--- config.mk ---
export PLATFORM = sky130hd
export DESIGN_NAME = sme_result_wb
export DESIGN_NICKNAME = d
export VERILOG_FILES = /design/src/rtl/sme_pkg.sv /design/src/rtl/sme_result_fifo.sv /design/src/rtl/sme_result_wb.sv
export SDC_FILE = /design/constraint.sdc
export NUM_CORES = 1
export LEC_CHECK = 0
export CORE_ASPECT_RATIO = 1.2
export CORE_MARGIN = 2
export CORE_UTILIZATION = 56
export DETAILED_ROUTE_END_ITERATION = 6
export PLACE_DENSITY_LB_ADDON = 0.08
export SLEW_MARGIN = 40
export SYNTH_ARGS = -nofsm -noshare
export SYNTH_HDL_FRONTEND = slang
export SYNTH_HIERARCHICAL = 1
export SYNTH_SLANG_ARGS = --single-unit
--- constraint.sdc ---
create_clock -name g_clk -period 3.9 [get_ports g_clk]
set_input_delay 0.585 -clock g_clk [delete_from_list [all_inputs] [get_ports g_clk]]
set_output_delay 0.585 -clock g_clk [all_outputs]
set_load 0.02 [all_outputs]
--- src/rtl/sme_pkg.sv ---
// rtl/sme_pkg.sv - shared SME types: result record, share-register scoreboard, FIFO depth
package sme_pkg;

    localparam int XLEN = 32;

    // Result returned by the SME to the host: {rd_wdata, rd_addr}
    typedef struct packed {
        logic [XLEN-1:0] rd_wdata;
        logic [3:0]      rd_addr;
    } sme_result_t;

    // One bit per share register; set while a result for it is outstanding
    typedef logic [15:0] sme_pending_t;

    parameter int SME_RES_FIFO_DEPTH = 4;

endpackage

--- src/rtl/sme_result_fifo.sv ---
// rtl/sme_result_fifo.sv - result FIFO with valid/ready on both sides and a synchronous flush
module sme_result_fifo
    import sme_pkg::*;
#(
    parameter int DEPTH = SME_RES_FIFO_DEPTH
) (
    input  logic        clk_i,
    input  logic        rst_i,
    input  logic        flush_i,
    input  logic        in_valid_i,
    output logic        in_ready_o,
    input  sme_result_t in_data_i,
    output logic        out_valid_o,
    input  logic        out_ready_i,
    output sme_result_t out_data_o
);

    localparam int AW = $clog2(DEPTH);
    localparam logic [AW:0] PTR_ONE = {{AW{1'b0}}, 1'b1};

    // Pointers carry one extra wrap bit so full and empty are distinguishable
    logic [AW:0] wr_ptr_q, wr_ptr_d;
    logic [AW:0] rd_ptr_q, rd_ptr_d;
    sme_result_t mem_q [DEPTH];

    logic full, empty, push, pop;

    assign full  = (wr_ptr_q[AW] != rd_ptr_q[AW]) && (wr_ptr_q[AW-1:0] == rd_ptr_q[AW-1:0]);
    assign empty = (wr_ptr_q == rd_ptr_q);

    assign in_ready_o  = !full;
    assign out_valid_o = !empty;
    // Head reads as zero while empty so the writeback bus is quiet when idle
    assign out_data_o  = empty ? '0 : mem_q[rd_ptr_q[AW-1:0]];

    // Flush overrides any handshake in the same cycle
    assign push = in_valid_i && !full && !flush_i;
    assign pop  = out_ready_i && !empty && !flush_i;

    // Next-state pointers
    always_comb begin
        wr_ptr_d = wr_ptr_q;
        rd_ptr_d = rd_ptr_q;
        if (flush_i) begin
            wr_ptr_d = '0;
            rd_ptr_d = '0;
        end else begin
            if (push) wr_ptr_d = wr_ptr_q + PTR_ONE;
            if (pop)  rd_ptr_d = rd_ptr_q + PTR_ONE;
        end
    end

    // Pointer registers
    always_ff @(posedge clk_i or posedge rst_i) begin
        if (rst_i) begin
            wr_ptr_q <= '0;
            rd_ptr_q <= '0;
        end else begin
            wr_ptr_q <= wr_ptr_d;
            rd_ptr_q <= rd_ptr_d;
        end
    end

    // Entry storage; contents are only observed through a non-empty head
    always_ff @(posedge clk_i) begin
        if (push) mem_q[wr_ptr_q[AW-1:0]] <= in_data_i;
    end

endmodule

--- src/rtl/sme_result_wb.sv ---
// rtl/sme_result_wb.sv - SME result receiver, writeback port and share scoreboard (option: SME_RESULT_BYPASS_EN)
module sme_result_wb
    import sme_pkg::*;
#(
    parameter int DEPTH = SME_RES_FIFO_DEPTH
) (
    input  logic                        g_clk,
    input  logic                        g_reset,
    input  logic                        flush,
    input  logic                        issue_valid,
    input  logic [3:0]                  issue_rs1_addr,
    input  logic [3:0]                  issue_rs2_addr,
    input  logic [3:0]                  issue_rd_addr,
    output logic                        issue_hazard,
    input  logic                        res_valid,
    output logic                        res_ready,
    input  logic [$bits(sme_result_t)-1:0] res_data,
    output logic                        wb_valid,
    input  logic                        wb_ready,
    output logic [3:0]                  wb_rd_addr,
    output logic [XLEN-1:0]             wb_rd_wdata,
    output sme_pending_t                pending,
    output logic                        proto_err
);

    sme_pending_t pending_q, pending_d;
    logic         proto_err_q, proto_err_d;

    sme_result_t res_in, fifo_out, wb_res;
    logic        fifo_in_valid, fifo_in_ready, fifo_out_valid;
    logic        issue_acc, res_hs, wb_hs;

    assign res_in = sme_result_t'(res_data);

    sme_result_fifo #(.DEPTH(DEPTH)) u_fifo (
        .clk_i       (g_clk),
        .rst_i       (g_reset),
        .flush_i     (flush),
        .in_valid_i  (fifo_in_valid),
        .in_ready_o  (fifo_in_ready),
        .in_data_i   (res_in),
        .out_valid_o (fifo_out_valid),
        .out_ready_i (wb_ready),
        .out_data_o  (fifo_out)
    );

`ifdef SME_RESULT_BYPASS_EN
    // An empty FIFO lets the incoming result straight onto the writeback port;
    // if the host takes it that cycle it is never stored
    logic bypass_sel;
    assign bypass_sel    = !fifo_out_valid && res_valid;
    assign wb_valid      = fifo_out_valid || res_valid;
    assign wb_res        = bypass_sel ? res_in : fifo_out;
    assign fifo_in_valid = res_valid && !(bypass_sel && wb_ready);
`else
    assign wb_valid      = fifo_out_valid;
    assign wb_res        = fifo_out;
    assign fifo_in_valid = res_valid;
`endif

    assign res_ready    = fifo_in_ready;
    assign wb_rd_addr   = wb_res.rd_addr;
    assign wb_rd_wdata  = wb_res.rd_wdata;
    assign pending      = pending_q;
    assign proto_err    = proto_err_q;

    assign issue_hazard = pending_q[issue_rs1_addr] | pending_q[issue_rs2_addr] | pending_q[issue_rd_addr];
    assign issue_acc    = issue_valid && !issue_hazard;
    assign res_hs       = res_valid && res_ready;
    assign wb_hs        = wb_valid && wb_ready;

    // Scoreboard update: writeback clears, accepted issue sets (set applied last so it wins)
    always_comb begin
        pending_d   = pending_q;
        proto_err_d = 1'b0;
        if (flush) begin
            pending_d = '0;
        end else begin
            if (wb_hs)     pending_d[wb_rd_addr]    = 1'b0;
            if (issue_acc) pending_d[issue_rd_addr] = 1'b1;
            proto_err_d = res_hs && !pending_q[res_in.rd_addr];
        end
    end

    // Scoreboard and protocol-error pulse registers
    always_ff @(posedge g_clk or posedge g_reset) begin
        if (g_reset) begin
            pending_q   <= '0;
            proto_err_q <= 1'b0;
        end else begin
            pending_q   <= pending_d;
            proto_err_q <= proto_err_d;
        end
    end

endmodule

# Word level (Yosys, flattened, before mapping)
# Memories as Yosys holds them, arrays and structs flattened.
# Index checks and enable logic that the tools add are counted.
# word_totals
output_inout_bits	56
n_memories	1
inputBits	54
register_bits	23
wordCells	62
mem_bits_rw	144
# op_classes
order_cmp	7
muxes	24
reduce_logical	16
bitwise	5
addsub	2
eq_ne	3
# memory_table
memory	words	width	read_ports	rd_ports_with_merged_regs	wr	line_no	text
u_fifo.mem_q	4	36	1	0	1	sme_result_fifo.sv:24	sme_result_t mem_q [DEPTH];
# ops
op	n
16-bit two-way mux	4
36-bit two-way mux	1
4-bit by 5-bit < comparator with 1-bit output, second input constant	5
16-bit bitwise AND	1
1-bit binary-select mux with 4-bit select	4
16-bit NOT	1
16-bit OR	1
3-bit two-way mux	4
1-bit logical AND	9
1-bit two-way mux	9
1-bit demux with 4-bit select	2
4-bit by 1-bit greater-or-equal comparator with 1-bit output, second input constant	2
3-bit by 1-bit adder with 3-bit output, second input constant	2
1-bit zero test	5
2-bit nonzero test	2
3-bit == test	1
2-bit == test	1
1-bit OR	2
1-bit != test	1

# Depth between registers and ports, before layout
# depth
word_depth	13
mapped_depth	10
depth_no_buf	8

# By module
# Netlist, hierarchy kept.
# modules_own_cells
mod	area_per_inst_um2	cells_per_inst	seq_area_each_um2	instances
sme_result_fifo	6049.6	294	4474.3	1
sme_result_wb	1405.1	114	425.4	1

# Least setup slack after synthesis
# Ideal clock, no wire load.
# synth_timing
kind	input to output
startpoint	in issue_rd_addr[1]
endpoint	out issue_hazard
arrival_time_ps	2090
stages	7
n_path_buf	2
setup_slack_ps	1225
required_ps	3315
cell_sequence	clkdlybuf4s15_1 > mux4_2 > nor2b_4 > a211oi_2 > a21oi_2 > buf_6 > or2_2
# synth_via
elab_chain_len	3
# synth_rtl
item	line_no	text
start: declaration	sme_result_wb.sv:13	input logic [3:0] issue_rd_addr,
1-bit binary-select mux with 4-bit select	sme_result_wb.sv:67	assign issue_hazard = pending_q[issue_rs1_addr] | pending_q[issue_rs2_addr] | pending_q[issue_rd_addr];
1-bit two-way mux (implied by the code)	sme_result_wb.sv:67	
1-bit OR	sme_result_wb.sv:67	
end: declaration	sme_result_wb.sv:14	output logic issue_hazard,
# No other way between the ends. The select of a mux whose other input is x is not followed.

# Worst setup path after layout
# layout_timing
startpoint	in issue_rd_addr[0]
endpoint	out issue_hazard
# Same word-level chain as after synthesis.

==> impl_metrics.ini <==
[outcome]
status = complete, no violations

[clocking]
cts_tree = built
numCtsBuffers = 17
clock_latency_ns = 0.43
cts_resized = 0
holdBufCountCts = 0
clk_path_buf_depth = 2
cts-root-buf = clkbuf_16
htreeDepth = 4
postCtsSetupRepairBufs = 0
clk_pin_slew_worst_paths_ns = 0.07
cts_sinks = 167

[sta]
hold_violations = 0
fin_crit_ns = 3.66
rsz0062_at_grt = false
tightestPinTransition_ns = 0.661
fin_tns_setup_ns = 0
fin_skew_ns = 0.00831
relSlewSlack = 0.559
finalSetupViolCount = 0
slew_viol_final = 0
period_share = 0.938
fmax_mhz = 273

[drt]
drt_iter0_markers = 305
wl_per_cell_um = 22.0
first_pass_iters = 7
wl_mm = 15.7
antenna_left = 0
via_per_inst = 6.15
drc_errors = 0
route.vias.total = 4377

[placed_design]
place.gp.congestion = 0.878
port_buffers = 109
placed_cells = 680
place_hpwl_mm = 10.1

[critical_path]
worstSetupStartpointType = input pin
cpMostUsedCell = clkdlybuf4s50_1
cp-startpoint = issue_rd_addr[0]
crit_path_top_delay_cell = clkdlybuf4s50_1
crit_path_cell_trace = clkdlybuf4s50_1, mux4_2, nor2b_4, a211oi_2, a21oi_2, or2_2, clkdlybuf4s50_1
critical_path_arrival_ns = 3.07
crit_fanout = 8
max_stage_delay_ns = 0.66
end_kind = output port
worstSetupPathType = input pin to output port
crit_required_ns = 3.31
r2r_start = u_fifo/rd_ptr_q[0]

[power_and_ir_drop]
p_leak_nw = 3.10
vdd_drop_max_v = 0.000537
p_per_area_nw_per_um2 = 701

[synth]
async_flop_share = 0.138
ys_warn_count = 6
synth_cell_types = 51
synth_nets = 467
yosys_register_bits = 167
syn_area_per_cell_um2 = 18.3
netlist_instances = 408
syn_area_um2 = 7450
synthFlopType = edfxtp_1
synth-edff-count = 144
ys_seq_area_frac = 0.657

[cells_and_area]
n_antenna_cell = 0
seq_area_um2 = 4900
fin_nets = 590
n_fill_cell = 853
final_cell_mix = edfxtp_1, clkdlybuf4s50_1, mux4_2
syn_to_final_growth_pct = 25.2
multi_input_area_um2 = 2380
final_common_cell = edfxtp_1
layout-drive-gt1-share = 0.213
stdcell_count = 712

[worst_hold_path]
hold_class = input pin to asynchronous set/reset pin

[floorplanning]
fp-row-count = 46
chipWidth_um = 109
coreArea_um2 = 13100
die_y_um = 130
start_util = 0.568
ioPinCount = 110
dieArea_um2 = 14300

[global_routing]
grt.overflow.total = 0
grt_max_degree = 37
antenna_found_initial = 0
grt_usage = 0.236
grt_pass1_wl_mm = 24.5
grt_pass1_vias = 4588

[job]
maxCapViolCount = 0
cell usage after synthesis (3+ instances only):
master	instances	area (um2)
and2_1	5	31.3
buf_2	8	40.0
buf_6	5	56.3
clkbuf_1	4	15.0
dfrtp_1	23	576
edfxtp_1	144	4320
ha_1	5	62.6
inv_1	8	30.0
mux2i_1	4	40.0
mux4_1	3	78.8
mux4_2	50	1130
nand2_1	11	41.3
nand3_1	14	70.1
nand4_1	5	31.3
nor2_1	4	15.0
nor2b_1	38	238
nor3_1	3	15.0
o211ai_1	10	75.1
o21ai_0	4	20.0
o311ai_0	3	26.3
o41ai_1	16	140
kinds of logic (layout without fill, tap and decap cells):
kind of cell,Yosys count,in the layout,synth area share
adders and majority gates,5,5,0.00839
and+or+nand+nor,98,98,0.0796
xor gates and xnor gates,6,6,0.0116
AOI/OAI and AO/OA,46,46,0.0505
muxes,58,58,0.169
DFF,167,167,0.657
buffers and inverters,28,164,0.0242
routing by layer:
layer,share of wire,vias to the layer above,track usage
li1,-,1934,-
met1,0.41,2252,0.310
met2,0.52,168,0.389
met3,0.062,23,0.0600
met4,0.014,0,0.0767
met5,0,-,0
stage by stage:
| stage | setup slack [ns] | hold slack (ns) | util | instance area [um2] | power, mW |
|---|---|---|---|---|---|
| after detailed placement | 0.238 | 0.631 | 0.665 | 8730 | 4.90 |
| after global placement | 0.292 | 0.620 | 0.665 | 8730 | 4.87 |
| final | 0.242 | 0.426 | 0.711 | 9330 | 6.54 |
| after CTS | 0.240 | 0.419 | 0.711 | 9330 | 6.60 |
| after global routing | 0.147 | 0.456 | 0.711 | 9330 | 6.84 |
| after floorplan | 1.23 | 0.376 | - | 7450 | 3.82 |
cell type report:
cell class,instances,area share
Inverter,8,0.00322
Sequential cell,167,0.525
Multi-Input combinational cell,213,0.255
Clock inverter,15,0.0193
Clock buffer,17,0.0456
Timing Repair Buffer,124,0.129
Tap cell,168,0.0225
report_power, final:
group          internal [mW]  total (mW)  switching [mW]
clock                  0.925        1.69           0.769
sequential              2.10        2.21           0.105
combinational           1.20        2.64            1.43
final timing paths:
| path | to | slack (ns) | cells past startpoint |
|---|---|---|---|
| setup / recovery | issue_hazard | 0.24 | 7 |
| hold / removal | u_fifo/wr_ptr_q[2] | 0.43 | 2 |
| setup reg to reg | pending[8] | 1.07 | 7 |
| hold reg to reg | pending[12] | 0.65 | 2 |
| max in group asynchronous | pending[15] | 2.87 | 2 |
| min in group g_clk | pending[12] | 0.65 | 2 |
state kept, by name, indices dropped and copies added (netlist names):
signal           flops
u_fifo/rd_ptr_q      3
u_fifo/mem_q       144
proto_err            1
pending             16
u_fifo/wr_ptr_q      3
critical path, delay by kind of cell:
kind	cells	cell delay, ns
and+or+nand+nor	2	0.45
buffers and inverters	2	1.20
AOI/OAI and AO/OA	2	0.30
muxes	1	0.55
No activity file was read; power rests on OpenSTA's default activity.
